<file path="src/rtl/baccarat_fsm_if.sv">
// Signal bundle between the baccarat round controller and its card/score datapath.
// The slave side is the controller; the master side drives step, scores and the third player card.
interface baccarat_fsm_if #(
    parameter int CARD_W  = 4,
    parameter int SCORE_W = 4
);
    logic               step;
    logic [SCORE_W-1:0] pscore;
    logic [SCORE_W-1:0] dscore;
    logic [CARD_W-1:0]  pcard3;
    logic               load_pcard1;
    logic               load_pcard2;
    logic               load_pcard3;
    logic               load_dcard1;
    logic               load_dcard2;
    logic               load_dcard3;
    logic               player_win_light;
    logic               dealer_win_light;
    logic               done;

    modport master (
        output step, pscore, dscore, pcard3,
        input  load_pcard1, load_pcard2, load_pcard3,
        input  load_dcard1, load_dcard2, load_dcard3,
        input  player_win_light, dealer_win_light, done
    );

    modport slave (
        input  step, pscore, dscore, pcard3,
        output load_pcard1, load_pcard2, load_pcard3,
        output load_dcard1, load_dcard2, load_dcard3,
        output player_win_light, dealer_win_light, done
    );
endinterface

</file>
<file path="src/rtl/baccarat_fsm.sv">
// One-round baccarat sequencer: deals four cards, applies natural, player and banker
// drawing rules, then parks in DONE showing the winner until reset.
module baccarat_fsm #(
    parameter int CARD_W  = 4,
    parameter int SCORE_W = 4,
    parameter int NATURAL = 8
) (
    input  logic             slow_clock,
    input  logic             resetb,
    baccarat_fsm_if.slave    bus
);

    typedef enum logic [3:0] {
        S_DP1  = 4'd0,
        S_DD1  = 4'd1,
        S_DP2  = 4'd2,
        S_DD2  = 4'd3,
        S_CHK  = 4'd4,
        S_DP3  = 4'd5,
        S_CHKB = 4'd6,
        S_DD3  = 4'd7,
        S_DONE = 4'd8
    } state_t;

    state_t state_q;
    state_t state_d;

    logic load_pcard1_s;
    logic load_pcard2_s;
    logic load_pcard3_s;
    logic load_dcard1_s;
    logic load_dcard2_s;
    logic load_dcard3_s;
    logic player_win_s;
    logic dealer_win_s;
    logic done_s;

    // Banker tableau: face cards and tens count as zero for the player's third card.
    function automatic logic banker_draws(input logic [SCORE_W-1:0] ds,
                                          input logic [CARD_W-1:0]  c3);
        logic [CARD_W-1:0] v;
        logic              draw;
        v = (c3 > CARD_W'(9)) ? CARD_W'(0) : c3;
        case (ds)
            SCORE_W'(0), SCORE_W'(1), SCORE_W'(2): draw = 1'b1;
            SCORE_W'(3): draw = (v != CARD_W'(8));
            SCORE_W'(4): draw = (v >= CARD_W'(2)) && (v <= CARD_W'(7));
            SCORE_W'(5): draw = (v >= CARD_W'(4)) && (v <= CARD_W'(7));
            SCORE_W'(6): draw = (v >= CARD_W'(6)) && (v <= CARD_W'(7));
            default:     draw = 1'b0;
        endcase
        return draw;
    endfunction

    // State register; reset parks the round back at the first deal.
    always_ff @(posedge slow_clock or negedge resetb) begin
        if (!resetb) begin
            state_q <= S_DP1;
        end else begin
            state_q <= state_d;
        end
    end

    // Next-state logic; nothing moves unless step is high.
    always_comb begin
        state_d = state_q;
        if (bus.step) begin
            case (state_q)
                S_DP1:  state_d = S_DD1;
                S_DD1:  state_d = S_DP2;
                S_DP2:  state_d = S_DD2;
                S_DD2:  state_d = S_CHK;
                S_CHK: begin
                    if ((bus.pscore >= SCORE_W'(NATURAL)) || (bus.dscore >= SCORE_W'(NATURAL))) begin
                        state_d = S_DONE;
                    end else if (bus.pscore <= SCORE_W'(5)) begin
                        state_d = S_DP3;
                    end else if (bus.dscore <= SCORE_W'(5)) begin
                        state_d = S_DD3;
                    end else begin
                        state_d = S_DONE;
                    end
                end
                S_DP3:  state_d = S_CHKB;
                S_CHKB: state_d = banker_draws(bus.dscore, bus.pcard3) ? S_DD3 : S_DONE;
                S_DD3:  state_d = S_DONE;
                S_DONE: state_d = S_DONE;
                default: state_d = S_DP1;
            endcase
        end else begin
            state_d = state_q;
        end
    end

    // Moore decode; gated by resetb so everything is quiet while reset is held.
    // Lights follow the live scores because the last card lands on the edge entering DONE.
    always_comb begin
        load_pcard1_s = 1'b0;
        load_pcard2_s = 1'b0;
        load_pcard3_s = 1'b0;
        load_dcard1_s = 1'b0;
        load_dcard2_s = 1'b0;
        load_dcard3_s = 1'b0;
        player_win_s  = 1'b0;
        dealer_win_s  = 1'b0;
        done_s        = 1'b0;
        if (resetb) begin
            case (state_q)
                S_DP1:  load_pcard1_s = 1'b1;
                S_DD1:  load_dcard1_s = 1'b1;
                S_DP2:  load_pcard2_s = 1'b1;
                S_DD2:  load_dcard2_s = 1'b1;
                S_DP3:  load_pcard3_s = 1'b1;
                S_DD3:  load_dcard3_s = 1'b1;
                S_DONE: begin
                    done_s       = 1'b1;
                    player_win_s = (bus.pscore >= bus.dscore);
                    dealer_win_s = (bus.dscore >= bus.pscore);
                end
                default: done_s = 1'b0;
            endcase
        end else begin
            done_s = 1'b0;
        end
    end

    assign bus.load_pcard1      = load_pcard1_s;
    assign bus.load_pcard2      = load_pcard2_s;
    assign bus.load_pcard3      = load_pcard3_s;
    assign bus.load_dcard1      = load_dcard1_s;
    assign bus.load_dcard2      = load_dcard2_s;
    assign bus.load_dcard3      = load_dcard3_s;
    assign bus.player_win_light = player_win_s;
    assign bus.dealer_win_light = dealer_win_s;
    assign bus.done             = done_s;

endmodule

</file>
<file path="src/flat_wrapper.sv">
// flat-port wrapper written by rule: the top's interface ports become plain ports
module baccarat_fsm_flat 
#(
    parameter int CARD_W  = 4,
    parameter int SCORE_W = 4,
    parameter int NATURAL = 8
)
  (slow_clock, resetb, bus_step, bus_pscore, bus_dscore, bus_pcard3, bus_load_pcard1, bus_load_pcard2, bus_load_pcard3, bus_load_dcard1, bus_load_dcard2, bus_load_dcard3, bus_player_win_light, bus_dealer_win_light, bus_done);
  baccarat_fsm_if #(.CARD_W(CARD_W), .SCORE_W(SCORE_W)) bus_i ();
  input  logic slow_clock;
  input  logic resetb;
  input wire logic [$bits(bus_i.step)-1:0] bus_step;
  input wire logic [$bits(bus_i.pscore)-1:0] bus_pscore;
  input wire logic [$bits(bus_i.dscore)-1:0] bus_dscore;
  input wire logic [$bits(bus_i.pcard3)-1:0] bus_pcard3;
  output wire logic [$bits(bus_i.load_pcard1)-1:0] bus_load_pcard1;
  output wire logic [$bits(bus_i.load_pcard2)-1:0] bus_load_pcard2;
  output wire logic [$bits(bus_i.load_pcard3)-1:0] bus_load_pcard3;
  output wire logic [$bits(bus_i.load_dcard1)-1:0] bus_load_dcard1;
  output wire logic [$bits(bus_i.load_dcard2)-1:0] bus_load_dcard2;
  output wire logic [$bits(bus_i.load_dcard3)-1:0] bus_load_dcard3;
  output wire logic [$bits(bus_i.player_win_light)-1:0] bus_player_win_light;
  output wire logic [$bits(bus_i.dealer_win_light)-1:0] bus_dealer_win_light;
  output wire logic [$bits(bus_i.done)-1:0] bus_done;
  assign bus_i.step = bus_step;
  assign bus_i.pscore = bus_pscore;
  assign bus_i.dscore = bus_dscore;
  assign bus_i.pcard3 = bus_pcard3;
  assign bus_load_pcard1 = bus_i.load_pcard1;
  assign bus_load_pcard2 = bus_i.load_pcard2;
  assign bus_load_pcard3 = bus_i.load_pcard3;
  assign bus_load_dcard1 = bus_i.load_dcard1;
  assign bus_load_dcard2 = bus_i.load_dcard2;
  assign bus_load_dcard3 = bus_i.load_dcard3;
  assign bus_player_win_light = bus_i.player_win_light;
  assign bus_dealer_win_light = bus_i.dealer_win_light;
  assign bus_done = bus_i.done;
  baccarat_fsm #(.CARD_W(CARD_W), .SCORE_W(SCORE_W), .NATURAL(NATURAL)) u_core (.slow_clock(slow_clock), .resetb(resetb), .bus(bus_i));
endmodule
</file>
<file path="config.mk">
export PLATFORM = sky130hd
export DESIGN_NAME = baccarat_fsm_flat
export DESIGN_NICKNAME = d
export VERILOG_FILES = /design/src/rtl/baccarat_fsm_if.sv /design/src/rtl/baccarat_fsm.sv /design/src/flat_wrapper.sv
export SDC_FILE = /design/constraint.sdc
export NUM_CORES = 1
export LEC_CHECK = 0
export CAP_MARGIN = 15
export CORE_AREA = 4 4 53 55
export DETAILED_ROUTE_END_ITERATION = 8
export DIE_AREA = 0 0 57 59
export PLACE_DENSITY_LB_ADDON = 0.1
export SKIP_CTS_REPAIR_TIMING = 1
export SLEW_MARGIN = 20
export SYNTH_ARGS = -nofsm -noshare
export SYNTH_HDL_FRONTEND = slang
export SYNTH_SLANG_ARGS = --single-unit
export TNS_END_PERCENT = 20
</file>
<file path="constraint.sdc">
create_clock -name slow_clock -period 1.77 [get_ports slow_clock]
set_clock_uncertainty 0.1 [all_clocks]
set_input_delay 0.354 -clock slow_clock [delete_from_list [all_inputs] [get_ports slow_clock]]
set_output_delay 0.354 -clock slow_clock [all_outputs]
set_load 0.03 [all_outputs]
</file>
# Yosys cells after proc, flatten, opt, wreduce, memory -nomap -nowiden
# Index checks and enable logic that the tools add are counted.
[op_classes]
order_cmp = 11
n_eq_ne = 15
n_mux = 27
n_reduce_logical = 8
[op_table]
columns = ["operator", "n"]
rows = [
  ["$pmux 4 s8", 1],
  ["$eq 4x3->1 const B", 7],
  ["$mux 1", 20],
  ["$mux 4", 5],
  ["$eq 4x2->1 const B", 4],
  ["$le 4x3->1 const B", 3],
  ["$eq 4x1->1 const B", 2],
  ["$ge 4x3->1 const B", 2],
  ["$ge 4x4->1", 2],
  ["$ge 4x4->1 const B", 2],
  ["$logic_not 4->1", 2],
  ["$pmux 1 s5", 1],
  ["$eq 4x4->1 const B", 1],
  ["$ge 4x2->1 const B", 1],
  ["$gt 4x4->1 const B", 1],
  ["$ne 4x4->1 const B", 1],
  ["$logic_and 1x1->1", 3],
  ["$reduce_or 3->1", 1],
  ["$reduce_or 2->1", 1],
  ["$logic_or 1x1->1", 1],
]
[totals]
reg_bits = 4
inputBits = 15
output_inout_bits = 9
elab_cells = 62

# Depth between registers and ports, before layout
# Gate-level depths: netlist (run 1).
[logic_depth]
word_depth = 9
depth_mapped = 7
depth_no_buf = 7

# Worst setup path after synthesis (run 1)
# No wires, ideal clock.
[synth_timing]
path_type = "input to output"
startpoint = "input port bus_dscore[1]"
endpoint = "output port bus_dealer_win_light"
arrival_time_ns = 1.741
path_slack_ns = -0.425
path_stages = 7
path_buffers = 0
path_cell_list = "clkinv_1 -> ha_1 -> nor2b_1 -> o21a_1 -> o21ai_0 -> nand2_1 -> a21oi_1"
[synth_via]
elab_chain_cells = 3
[synth_lines]
columns = ["element", "line_no", "text"]
rows = [
  ["start, declared", "flat_wrapper.sv:14", "input wire logic [$bits(bus_i.dscore)-1:0] bus_dscore;"],
  ["$ge 4x4->1", "baccarat_fsm.sv:118", "dealer_win_s = (bus.dscore >= bus.pscore);"],
  ["$mux 1", "baccarat_fsm.sv:108", "case (state_q)"],
  ["$mux 1", "baccarat_fsm.sv:107", "if (resetb) begin"],
  ["end, declared", "flat_wrapper.sv:23", "output wire logic [$bits(bus_i.dealer_win_light)-1:0] bus_dealer_win_light;"],
]
# Every way passes these cells.

# Worst setup path in the final report (run 1)
# Ends and elaborated chain as after synthesis.

==> results of run 1 <==
cell usage in the layout (no fill, tap or decap), types with 2 or more instances in the layout:
cell / count
buf_4: 24
nor2b_1: 3
inv_2: 2
buf_6: 2
ha_4: 3
clkdlybuf4s50_1: 6
dfrtp_1: 4
o21ai_0: 2
inv_1: 6
nand2b_1: 4
clkbuf_4: 3
nor3_1: 2
nor2_1: 9
nand2_2: 3
a21oi_1: 4
o22ai_1: 3
nand2_1: 7
dlymetal6s2s_1: 6
critical path: stages:
cell,delay [ps]
buf_8,100
inv_6,50
ha_4,190
nor2b_1,120
o21a_1,170
o21ai_2,160
nand2_2,90
a21oi_4,150
buf_6,140
how the worst max path moves through the flow:
stage / startpoint / end / slack [ps] / cells after the start
2_1_floorplan: bus_dscore[1] / bus_dealer_win_light / -80 / 7
3_3_place_gp: bus_dscore[1] / bus_player_win_light / -680 / 9
3_5_place_dp: bus_dscore[1] / bus_dealer_win_light / -690 / 9
4_1_cts: bus_dscore[1] / bus_dealer_win_light / -700 / 9
5_1_grt: bus_dscore[1] / bus_dealer_win_light / -280 / 9
6_report: bus_dscore[1] / bus_dealer_win_light / -210 / 9
layer usage:
layer  vias up  GRT usage, %  wire (um)
li1        363             -          -
met1       293          12.4        755
met2        21          17.3        845
met3         0          5.01        117
met4         0         0.993          0
met5         -             0          0
power by group through the flow:
stage                     Clock (W)  Combinational [W]  Sequential [W]
after floorplan                   0           0.000405        0.000153
after global routing       0.000123           0.000707        0.000175
final                      0.000111           0.000646        0.000166
after global placement            0           0.000614        0.000160
after detailed placement          0           0.000612        0.000161
after CTS                  0.000115           0.000614        0.000160
per-stage QoR:
stage / std cells / setup TNS, ps / power, W / setup slack, ps / utilization, %
after global placement: 146 / -3400 / 0.000774 / -681 / 39.3
after global routing: 149 / -1860 / 0.00100 / -275 / 43.6
after detailed placement: 146 / -3520 / 0.000773 / -691 / 39.3
after CTS: 149 / -2730 / 0.000889 / -701 / 40.3
after floorplan: 80 / -139 / 0.000558 / -84.4 / -
final: 149 / -1130 / 0.000923 / -211 / 43.6
layout make-up:
cell class                 instances  area [um2]
fill                             266        1350
multi-input combinational         63         484
timing repair buffer              40         358
sequential                         4         100
inverter                           9        38.8
tap                               30        37.5
clock buffer                       3        22.5
cell families (layout without fill, tap and decap cells):
group           Yosys count  count (layout)
simple gates             37              37
fa+ha+maj                 4               4
buf+inv                  13              52
flops                     4               4
compound gates           22              22
==> Flow_metrics.wiki, run 1 <==
{| class="wikitable"
! Metric !! Value
|-
| Outcome || complete, but fails checks
|-
| Violations in the final reports || setup timing
|-
| Layout cell share with drive strength beyond 1 || 42.9%
|-
| Fraction of synthesized cell area in xor and xnor cells || 0%
|-
| Count of endpoints failing hold in the final timing report || 0
|-
| CTS tree || done
|-
| Worst R2R Start || u_core.state_q[0]
|-
| Cell area after synthesis || 544 um2
|-
| Slew of the pin with the lowest slew margin || 353 ps
|-
| Count of flip-flops with a built-in enable after synthesis || 0
|-
| Clk sink count || 4
|-
| Post-synthesis compound-gate area fraction || 29.2%
|-
| Adder and majority gate portion of the synthesized area || 9.20%
|-
| Count of different cell masters after synthesis || 31
|-
| RSZ-0062 raised after global routing || true
|-
| Net switching power || 0.000437 W
|-
| Number of flip-flops in the largest register || 4
|-
| Initial antenna violation count || 0
|-
| Inserted Clock Buffers || 3
|-
| Internal power summed over all cells || 0.000486 W
|-
| Via count of the first global-routing pass || 652
|-
| Depth of the worst register-to-register path || 5
|-
| Port buffer count || 23
|-
| Clk root buf || clkbuf_4
|-
| Final routed wire length divided by cell count || 11.5 um
|-
| NumNets Final || 140
|-
| Overall routing resource usage || 10.3%
|-
| Average cell area after synthesis || 6.80 um2
|-
| Width of the chip || 57 um
|-
| Most used standard cells in the synthesized netlist || 9 x nand2_1, 9 x nor2_1, 8 x inv_1, 5 x a21oi_1
|-
| Shortest period the worst path allows || 1980 ps
|-
| Final setup viols || 8
|-
| Die Span Y || 59 um
|-
| Register-to-register setup slack || 420 ps
|-
| Multiplexer area fraction after synthesis || 0%
|-
| Latest clock arrival within the worst-skew pair || 230 ps
|-
| Worst Path Class, Setup || in -> out
|-
| Hold/Removal Path Class || in -> async
|-
| Register with the highest flop count || u_core.state_q
|-
| Count of final max-slew check failures || 0
|-
| DRC errors left || 0
|-
| Placer Congestion || 0.856
|-
| Core box area || 2390 um2
|-
| Sequential element share of the synthesized area || 18.4%
|-
| Dominant combinational cell family by area after synthesis || simple AND/OR/NAND/NOR gates
|-
| Worst reg2reg path endpoint || u_core.state_q[1]
|-
| DIE AREA || 3360 um2
|-
| Async S/R FF share, synth || 100%
|-
| Starting DRC count in detailed routing || 3
|-
| Vias post-DR || 677
|-
| Synth top area cells || dfrtp_1 18%, ha_1 9.2%, nand2_1 6.2%
|-
| Count of mapped cells out of synthesis || 80
|-
| Number of optimization iterations in the first detailed-route pass || 2
|-
| Post-synth top area share || 18.4%
|-
| Switching fraction of total power || 47.4%
|-
| H-tree Lvls || 1
|-
| Warnings from Yosys || 0
|-
| Worst Path Required || 1320 ps
|-
| Synth Flop Type || dfrtp_1
|-
| Max VDD drop || 0.000724 V
|-
| Launching element type of the critical path || primary input
|-
| Flip-flop and latch count after synthesis || 4
|-
| I/O pin count || 24
|-
| Final worst path period share || 112%
|-
| Clock-pin transition on the worst setup and hold timing paths || 40 ps
|-
| Power density over the cells || 886 nW/um2
|-
| Sum of overflow across all layers after global routing || 0
|-
| Total leakage power || 0.486 nW
|-
| Clock tree buffer depth || 2
|-
| Standard-cell rows || 18
|-
| Diode insertion count for antenna repair || 0
|-
| Highest achievable clock rate || 505 MHz
|-
| Number of vias per cell || 4.54
|-
| Estimated wirelength of the detail-placed design || 1.36 mm
|-
| Worst setup slack after layout || -211 ps
|-
| Post-Layout Inst Area || 1040 um2
|-
| Net count of the mapped netlist || 99
|-
| Largest registers in the final layout || u_core.state_q (4)
|-
| Maximum number of pins on one net before global-route repair || 12
|-
| Post-placement cell area || 938 um2
|-
| Type of element capturing the critical path || primary output
|-
| Worst hold slack across all endpoints || 316 ps
|-
| Relative contribution of the clock network to total power || 12.0%
|-
| Maximum fanout count along the critical path || 2
|-
| Relative slew margins || 76.4%
|-
| First-pass GRT wire length || 2.75 mm
|-
| Part of the total power dissipated in combinational logic || 70.0%
|-
| MaxCap Viol Count || 0
|-
| Largest area contributor in the netlist || dfrtp_1
|-
| Post-route antenna net violation count || 0
|-
| Share of power burned in registers || 18.0%
|-
| Routed Wire Length || 1.72 mm
|-
| Layout Area Growth over Synthesis || 91.3%
|-
| Data arrival, critical path || 1530 ps
|-
| Starting density of the core || 22.8%
|-
| Simple-gate share of the synthesized area || 33.6%
|}
(Power assumes the default switching activity.)
==> inputs of run 2 (changes only) <==
Settings changed: CORE_AREA 4 4 53 55 to 4 4 44 46, DIE_AREA 0 0 57 59 to 0 0 48 50, SETUP_SLACK_MARGIN set to 0.3.
==> Flow_metrics.wiki, run 2 (synthesis gave the netlist of run 1 again) <==
{| class="wikitable"
! Metric !! Value
|-
| Layout cell share with drive strength beyond 1 || 42.7% (-0.12 points)
|-
| Number of vias per cell || 5.20 (+14%)
|-
| Kind of cell adding the most delay to the critical path || buffers and inverters
|-
| Type of element capturing the critical path || primary output
|-
| Worst Path Required || 1320 ps (about the same)
|-
| Latest clock arrival within the worst-skew pair || 230 ps (about the same)
|-
| Initial antenna violation count || 0 (unchanged)
|-
| Register with the highest flop count || u_core.state_q
|-
| Launching element type of the critical path || primary input
|-
| Clock tree buffer depth || 2 (unchanged)
|-
| Worst setup slack after layout || -187 ps (+23.5 ps)
|-
| Core box area || 1510 um2 (-37%)
|-
| Delay of the slowest critical-path stage || 260 ps (+70 ps)
|-
| Worst Path Class, Setup || in -> out
|-
| Width of the chip || 48 um (-16%)
|-
| Total leakage power || 0.498 nW (+2.5%)
|-
| Via count of the first global-routing pass || 621 (-4.8%)
|-
| Worst hold slack across all endpoints || 541 ps (+225 ps)
|-
| Port buffer count || 23 (unchanged)
|-
| Pre-CTS worst setup slack || -818 ps (-126 ps)
|-
| Post-layout util || 69.9% (+26 points)
|-
| Maximum fanout count along the critical path || 2 (unchanged)
|-
| Post-route antenna net violation count || 0 (unchanged)
|-
| Inserted Clock Buffers || 3 (unchanged)
|-
| Final worst path period share || 111% (-1.3 points)
|-
| Depth of the worst register-to-register path || 5 (unchanged)
|-
| Vias post-DR || 691 (+2.1%)
|-
| Worst R2R Start || u_core.state_q[3]
|-
| H-tree Lvls || 1 (unchanged)
|-
| Max VDD drop || 0.000800 V (+11%)
|-
| Internal power summed over all cells || 0.000503 W (+3.6%)
|-
| Layout Area Growth over Synthesis || 93.6%
|-
| Top library cells by usage in the layout, fill and taps aside || 20 x buf_4, 8 x nor2_1, 7 x nand2_1, 7 x dlymetal6s2s_1, 6 x inv_1
|-
| First-pass GRT wire length || 2.68 mm (-2.3%)
|-
| RSZ-0062 raised after global routing || true
|-
| Cell with the largest stage delay on the worst path || ha_4
|-
| Placer Congestion || 0.877 (+2.4%)
|-
| Standard-cell rows || 14 (-4)
|-
| Share of power burned in registers || 19.1% (+1.1 points)
|-
| Power density over the cells || 912 nW/um2 (+2.9%)
|-
| Post-placement cell area || 895 um2 (-4.7%)
|-
| Number of flip-flops in the largest register || 4 (unchanged)
|-
| Hold/Removal Path Class || in -> async
|-
| Violations in the final reports || setup timing
|-
| Buf/Inv on CP || 4 (+1)
|-
| I/O pin count || 24 (unchanged)
|-
| Post-Layout Inst Area || 1050 um2 (+1.2%)
|-
| Count of final max-slew check failures || 0 (unchanged)
|-
| Die Span Y || 50 um (-15%)
|-
| Number of optimization iterations in the first detailed-route pass || 4 (+2)
|-
| DIE AREA || 2400 um2 (-29%)
|-
| CTS tree || done
|-
| Estimated wirelength of the detail-placed design || 1.36 mm (-0.32%)
|-
| Shortest period the worst path allows || 1960 ps (-23.5 ps)
|-
| Largest registers in the final layout || u_core.state_q (4)
|-
| Diode insertion count for antenna repair || 0 (unchanged)
|-
| Outcome || complete, but fails checks
|-
| Net switching power || 0.000458 W (+4.8%)
|-
| MaxCap Viol Count || 0 (unchanged)
|-
| Clock-pin transition on the worst setup and hold timing paths || 40 ps (about the same)
|-
| Data arrival, critical path || 1500 ps (-30 ps)
|-
| Slew of the pin with the lowest slew margin || 404 ps (+51.2 ps)
|-
| Worst reg2reg path endpoint || u_core.state_q[0]
|-
| Part of the total power dissipated in combinational logic || 69.6% (-0.4 points)
|-
| NumNets Final || 138 (-1.4%)
|-
| Maximum number of pins on one net before global-route repair || 12 (unchanged)
|-
| Clk sink count || 4 (unchanged)
|-
| Count of endpoints failing hold in the final timing report || 0 (unchanged)
|-
| Leading cell type in the layout, fill and taps excluded || buf_4
|-
| Register-to-register setup slack || 380 ps (-40 ps)
|-
| Overall routing resource usage || 14.9% (+4.6 points)
|-
| Sequence of cells on the critical path || buf_8, clkinv_8, ha_4, nor2b_4, o21a_1, o21ai_2, buf_4, a31oi_4, buf_6
|-
| Final setup viols || 4 (-4)
|-
| Sum of overflow across all layers after global routing || 0 (unchanged)
|-
| DRC errors left || 0 (unchanged)
|-
| Relative contribution of the clock network to total power || 11.2% (-0.8 points)
|-
| Starting DRC count in detailed routing || 5 (+2)
|-
| Starting density of the core || 36.1% (+13 points)
|-
| Highest achievable clock rate || 511 MHz (+1.2%)
|-
| Routed Wire Length || 1.72 mm (+0.35%)
|-
| Switching fraction of total power || 47.6% (+0.29 points)
|-
| Clk root buf || clkbuf_4
|-
| Relative slew margins || 73.0% (-3.4 points)
|-
| Final routed wire length divided by cell count || 13.0 um (+12%)
|}
==> run 2: worst max-delay path by stage <==
stage                           end  slack (ps)          start  depth (start not counted)
6_report       bus_player_win_light        -190  bus_dscore[1]                          9
5_1_grt        bus_dealer_win_light        -270  bus_dscore[1]                          9
4_1_cts        bus_dealer_win_light        -820  bus_dscore[1]                          9
3_5_place_dp   bus_dealer_win_light        -820  bus_dscore[1]                          9
3_3_place_gp   bus_dealer_win_light        -770  bus_dscore[1]                          9
2_1_floorplan  bus_dealer_win_light         -50  bus_dscore[1]                          7
==> run 2: metrics by stage <==
step / TNS, ps / std cells / power (W)
global placement: -3800 / 127 / 0.000748
detailed placement: -3860 / 127 / 0.000759
finish: -454 / 133 / 0.000961
global route: -972 / 133 / 0.00104
floorplan: -76.0 / 80 / 0.000559
CTS: -3020 / 130 / 0.000871
==> run 2: worst reg2reg max path: stages (launching register included) <==
cell and delay [ps]:
dfrtp_1 470, inv_1 220, nand2_1 100, nor2_1 170, nand2_2 100, a22oi_2 160
==> run 2: power by group through the flow <==
stage               combinational [W]  sequential, W  clock (W)
finish                       0.000669       0.000184   0.000108
global route                 0.000735       0.000188   0.000121
CTS                          0.000599       0.000161   0.000112
detailed placement           0.000597       0.000162          0
global placement             0.000585       0.000162          0
floorplan                    0.000406       0.000153          0
==> run 2: cell type report <==
cell class,count,area [um2]
multi-input cells,63,507
fillers,129,453
repair buffers,38,358
flip-flops and latches,4,100
inverters,9,46.3
clock buffers,3,22.5
well taps,16,20.0
==> run 2: layer usage <==
| metal | GRT usage (%) | share of wire, % | vias to the layer above |
|---|---|---|---|
| li1 | - | - | 355 |
| met1 | 21.3 | 45 | 316 |
| met2 | 22.5 | 50 | 18 |
| met3 | 2.55 | 4.1 | 2 |
| met4 | 4.04 | 0.93 | 0 |
| met5 | 0 | 0 | - |
